### src/rtl/cond_unit_pkg.sv
// rtl/cond_unit_pkg.sv - condition codes and NZCV bit positions
package cond_unit_pkg;

    localparam logic [3:0] COND_EQ = 4'h0;
    localparam logic [3:0] COND_NE = 4'h1;
    localparam logic [3:0] COND_CS = 4'h2;
    localparam logic [3:0] COND_CC = 4'h3;
    localparam logic [3:0] COND_MI = 4'h4;
    localparam logic [3:0] COND_PL = 4'h5;
    localparam logic [3:0] COND_VS = 4'h6;
    localparam logic [3:0] COND_VC = 4'h7;
    localparam logic [3:0] COND_HI = 4'h8;
    localparam logic [3:0] COND_LS = 4'h9;
    localparam logic [3:0] COND_GE = 4'hA;
    localparam logic [3:0] COND_LT = 4'hB;
    localparam logic [3:0] COND_GT = 4'hC;
    localparam logic [3:0] COND_LE = 4'hD;
    localparam logic [3:0] COND_AL = 4'hE;
    localparam logic [3:0] COND_NV = 4'hF;

    localparam int FLAG_N = 3;
    localparam int FLAG_Z = 2;
    localparam int FLAG_C = 1;
    localparam int FLAG_V = 0;

endpackage

### src/rtl/cond_check.sv
// rtl/cond_check.sv - combinational ARM condition-field decode against NZCV
module cond_check
    import cond_unit_pkg::*;
(
    input  logic [3:0] cond,
    input  logic [3:0] flags,
    output logic       cond_ex
);

    logic n, z, c, v, ge;

    assign n  = flags[FLAG_N];
    assign z  = flags[FLAG_Z];
    assign c  = flags[FLAG_C];
    assign v  = flags[FLAG_V];
    assign ge = (n == v);

    always_comb begin
        cond_ex = 1'b0;
        case (cond)
            COND_EQ: cond_ex = z;
            COND_NE: cond_ex = ~z;
            COND_CS: cond_ex = c;
            COND_CC: cond_ex = ~c;
            COND_MI: cond_ex = n;
            COND_PL: cond_ex = ~n;
            COND_VS: cond_ex = v;
            COND_VC: cond_ex = ~v;
            COND_HI: cond_ex = c & ~z;
            COND_LS: cond_ex = ~c | z;
            COND_GE: cond_ex = ge;
            COND_LT: cond_ex = ~ge;
            COND_GT: cond_ex = ~z & ge;
            COND_LE: cond_ex = z | ~ge;
            COND_AL: cond_ex = 1'b1;
            // reserved encoding is forced low so it can never commit anything
            default: cond_ex = 1'b0;
        endcase
    end

endmodule

### src/rtl/cond_unit.sv
// rtl/cond_unit.sv - NZCV flags register and conditional gating of FSM write requests
module cond_unit
    import cond_unit_pkg::*;
#(
    parameter logic [3:0] FLAGS_RST = 4'b0000
) (
    input  logic       clk,
    input  logic       reset,
    input  logic [3:0] Cond,
    input  logic [3:0] ALUFlags,
    input  logic [1:0] FlagW,
    input  logic       PCS,
    input  logic       NextPC,
    input  logic       RegW,
    input  logic       MemW,
    output logic       PCWrite,
    output logic       RegWrite,
    output logic       MemWrite,
    output logic [3:0] Flags,
    output logic       CondEx
);

    logic [1:0] flag_write;
    logic       cond_ex_reg;

    cond_check u_cond_check (
        .cond    (Cond),
        .flags   (Flags),
        .cond_ex (CondEx)
    );

    assign flag_write = FlagW & {2{CondEx}};

    // N,Z and C,V halves are written independently; the decision uses pre-update flags
    always_ff @(posedge clk or negedge reset) begin
        if (!reset) begin
            Flags <= FLAGS_RST;
        end else begin
            if (flag_write[1]) Flags[3:2] <= ALUFlags[3:2];
            if (flag_write[0]) Flags[1:0] <= ALUFlags[1:0];
        end
    end

    always_ff @(posedge clk or negedge reset) begin
        if (!reset) cond_ex_reg <= 1'b0;
        else        cond_ex_reg <= CondEx;
    end

    // write-back cycles act on the decision registered in the preceding state
    assign PCWrite  = (PCS & cond_ex_reg) | NextPC;
    assign RegWrite = RegW & cond_ex_reg;
    assign MemWrite = MemW & cond_ex_reg;

endmodule

### config.mk
export PLATFORM = sky130hd
export DESIGN_NAME = cond_unit
export DESIGN_NICKNAME = d
export VERILOG_FILES = /design/src/rtl/cond_unit_pkg.sv /design/src/rtl/cond_check.sv /design/src/rtl/cond_unit.sv
export SDC_FILE = /design/constraint.sdc
export NUM_CORES = 1
export LEC_CHECK = 0
export ABC_AREA = 1
export CORE_AREA = 3 3 40 42
export CTS_CLUSTER_SIZE = 16
export DETAILED_ROUTE_END_ITERATION = 10
export DIE_AREA = 0 0 43 45
export GPL_ROUTABILITY_DRIVEN = 0
export GPL_TIMING_DRIVEN = 1
export PLACE_DENSITY_LB_ADDON = 0.12
export SKIP_CTS_REPAIR_TIMING = 1
export SYNTH_ARGS = -nofsm -noshare
export SYNTH_HDL_FRONTEND = slang
export SYNTH_SLANG_ARGS = --single-unit
### constraint.sdc
create_clock -name clk -period 1.57 [get_ports clk]
set_clock_uncertainty 0.15 [all_clocks]
set_input_delay 0.314 -clock clk [delete_from_list [all_inputs] [get_ports clk]]
set_output_delay 0.314 -clock clk [all_outputs]
set_load 0.02 [all_outputs]
==> impl_metrics.py <==
metrics = {
    "outcome": {
        "run_status": "finished with violations",
        "failed_checks": "setup timing",
    },
    "power": {
        "power_per_cell_area_nw_per_um2": 1410,
        "report.power.total_mw": 1.11,
        "power.ir.vdd_worst_mv": 1.04,
        "total_leakage_power_nw": 0.496,
    },
    "setup_path": {
        "path_class": "reg -> out",
        "worstSetupEndpointType": "output pin",
        "worstPathRequired_ps": 1110,
        "worst_setup_path_start_kind": "flop",
        "cp_data_arrival_time_ps": 1370,
        "worstPathCellList": "inv_2 -> buf_6 -> nand2_2 -> nand2_2 -> nand2_2 -> nand3_2 -> nor2_2 -> nand2_2 -> buf_6",
        "crit_path_frequent_cell": "sky130_fd_sc_hd__nand2_2",
        "rr_worst_depth": 13,
        "timing.critical_path.slowest_cell_delay_ps": 400,
        "worst_r2r_endpoint": "Flags[3]$_DFFE_PN0P_",
        "cp_max_fo": 4,
        "ff2ff_setup_slack_ps": 20,
        "timing.critical_path.slowest_stage_cell": "sky130_fd_sc_hd__dfrtp_2",
        "worstReg2RegStart": "Flags[3]$_DFFE_PN0P_",
    },
    "detailed_routing": {
        "1st_iter_drt_viols": 4,
        "detail_route.vias_per_cell": 4.67,
        "total_drc_errors_in_the_routed_layout": 0,
        "wl_mm": 1.31,
        "antenna_violating_nets_post_route": 0,
        "wirelength_per_cell_um": 10.5,
        "drtPass1Iterations": 4,
        "vias": 579,
    },
    "cells_and_area": {
        "seqCellArea_sq_um": 128,
        "number_of_flip_flops_in_the_largest_register": 4,
        "antennaDiodeCount": 0,
        "layout-drive-gt1-share_pct": 33.0,
        "mostFrequentLayoutCell": "sky130_fd_sc_hd__nand2_1",
        "num-fill-cells": 116,
        "final_cells": 124,
        "area_growth_syn_to_layout_pct": 89.8,
        "most-common-layout-cells": "sky130_fd_sc_hd__nand2_1 (29), sky130_fd_sc_hd__clkdlybuf4s50_1 (11), sky130_fd_sc_hd__nand3_1 (9), sky130_fd_sc_hd__nand2_2 (8), sky130_fd_sc_hd__dlymetal6s2s_1 (8)",
        "multi_input_comb_area_sq_um": 288,
        "finalCoreUtilization_pct": 61.5,
        "fin_nets": 126,
        "post-route-cell-area_sq_um": 791,
    },
    "timing": {
        "clock.fmax_ghz": 0.546,
        "slew_at_the_pin_with_the_worst_max_slew_slack_ps": 237,
        "setup_viol_count_final": 1,
        "timing.final.ws_setup_ps": -262,
        "report.final.slew_viol_count": 0,
        "max-slew-margin-rel_pct": 84.2,
        "period_minus_slack_ps": 1830,
        "hold-worst-slack_ps": 141,
        "setup_tns_ps": -262,
        "final_min_period_over_clock_period_pct": 117,
        "rsz0062_at_grt": "true",
        "count_of_endpoints_failing_hold_in_the_final_timing_report": 0,
    },
    "global_route": {
        "wire_length_of_the_first_global_routing_pass_mm": 1.96,
        "largest_net_degree_at_the_start_of_global_routing": 8,
        "overflow_left_after_global_routing": 0,
        "gr-usage-all-layers_pct": 13.2,
        "grt_pass1_vias": 495,
        "initial_antenna_violation_count": 0,
    },
    "clock_network": {
        "cts_num_sinks": 5,
        "clk-insertion-delay-late_ps": 240,
        "cts_root_buf": "sky130_fd_sc_hd__clkbuf_4",
        "clk_pin_slew_worst_paths_ps": 40,
        "cts_htree_levels": 1,
        "cts_inserted_buffers": 3,
        "ctsLongestPathBuffers": 2,
        "cts_tree": "done",
    },
    "yosys": {
        "number_of_distinct_library_cell_variants_in_the_gate_level_netlist_after_synthesis": 10,
        "synth_compound_area_share_pct": 4.20,
        "syn_nets": 92,
        "synth.ff_latch_count": 5,
        "main_combinational_cell_family_by_area_after_synthesis": "simple AND/OR/NAND/NOR gates",
        "syn_area_per_cell_sq_um": 5.48,
        "yosys.area_share.simple_pct": 55.0,
        "netlist_instances": 76,
        "synth_seq_area_share_pct": 30.0,
        "yosysWarningCount": 0,
        "yosys.area_share.adder_pct": 0,
        "synth.cell_area_sq_um": 417,
        "synthXorXnorAreaFrac_pct": 0,
        "synth_mux_area_share_pct": 0,
    },
    "die": {
        "die_width_um": 43,
        "core_region_area_sq_um": 1280,
        "rows": 13,
        "io_pins": 24,
        "die_height_um": 45,
        "initial_core_util_pct": 32.4,
        "dieArea_sq_um": 1940,
    },
    "job": {
        "max_cap_viol_count": 0,
    },
    "placement": {
        "port-buffer-count": 23,
        "dpl_worst_slack_ps": -903,
        "half_perimeter_wire_length_of_the_detailed_placement_result_um": 989,
        "placed_cells_incl_taps": 120,
        "dpl-instance-area_sq_um": 713,
    },
    "min_path": {
        "hold_path_class": "in -> async",
    },
}
-- cells by family after synthesis --
kind of cell,after synthesis
DFF,5
AOI/OAI and AO/OA,3
buffers and inverters,12
and+or+nand+nor,56
-- critical path: cells and delay by family (launching register included) --
family                 cells  cell delay (ps)
and+or+nand+nor            6              430
buffers and inverters      3              300
DFF                        1              400
-- synth_stat cells (all sizes together) --
cell type,number,area (sq um)
inv,12,45.0
nand3,10,50.1
nand2,37,141
nor3,1,5.00
dfrtp,5,125
nor2,8,32.5
a21oi,2,10.0
a21o,1,7.51
-- how the worst max path moves through the flow --
stage                         to  cells past startpoint  slack (ps)                 start
after floorplan           CondEx                      7          10  Flags[1]$_DFFE_PN0P_
after CTS                 CondEx                      8        -920               Cond[2]
after global routing      CondEx                      9        -340  Flags[3]$_DFFE_PN0P_
after global placement    CondEx                     10        -910               Cond[3]
final                     CondEx                      9        -260  Flags[3]$_DFFE_PN0P_
after detailed placement  CondEx                      8        -900               Cond[2]
-- cell type report --
class,instances,share of cell area [%]
Multi-Input combinational cell,59,36.4
Inverter,12,5.70
Tap cell,15,2.37
Timing Repair Buffer,29,36.1
Sequential cell,5,16.1
Clock buffer,4,3.32
-- where the power goes --
part           total (mW)  switching [mW]  internal, mW  leakage (nW)
Clock               0.146          0.0504        0.0959        0.0150
Sequential          0.274          0.0779         0.196        0.0594
Combinational       0.693           0.357         0.335         0.422
Total                1.11           0.486         0.627         0.496
-- metal layers --
layer / GRT usage, % / wire length [um] / vias up
met1: 16.3 / 506 / 258
met4: 0 / 0 / 0
li1: - / - / 300
met5: 0 / 0 / -
met2: 23.4 / 696 / 21
met3: 5.18 / 102 / 0
(Power assumes the default switching activity.)
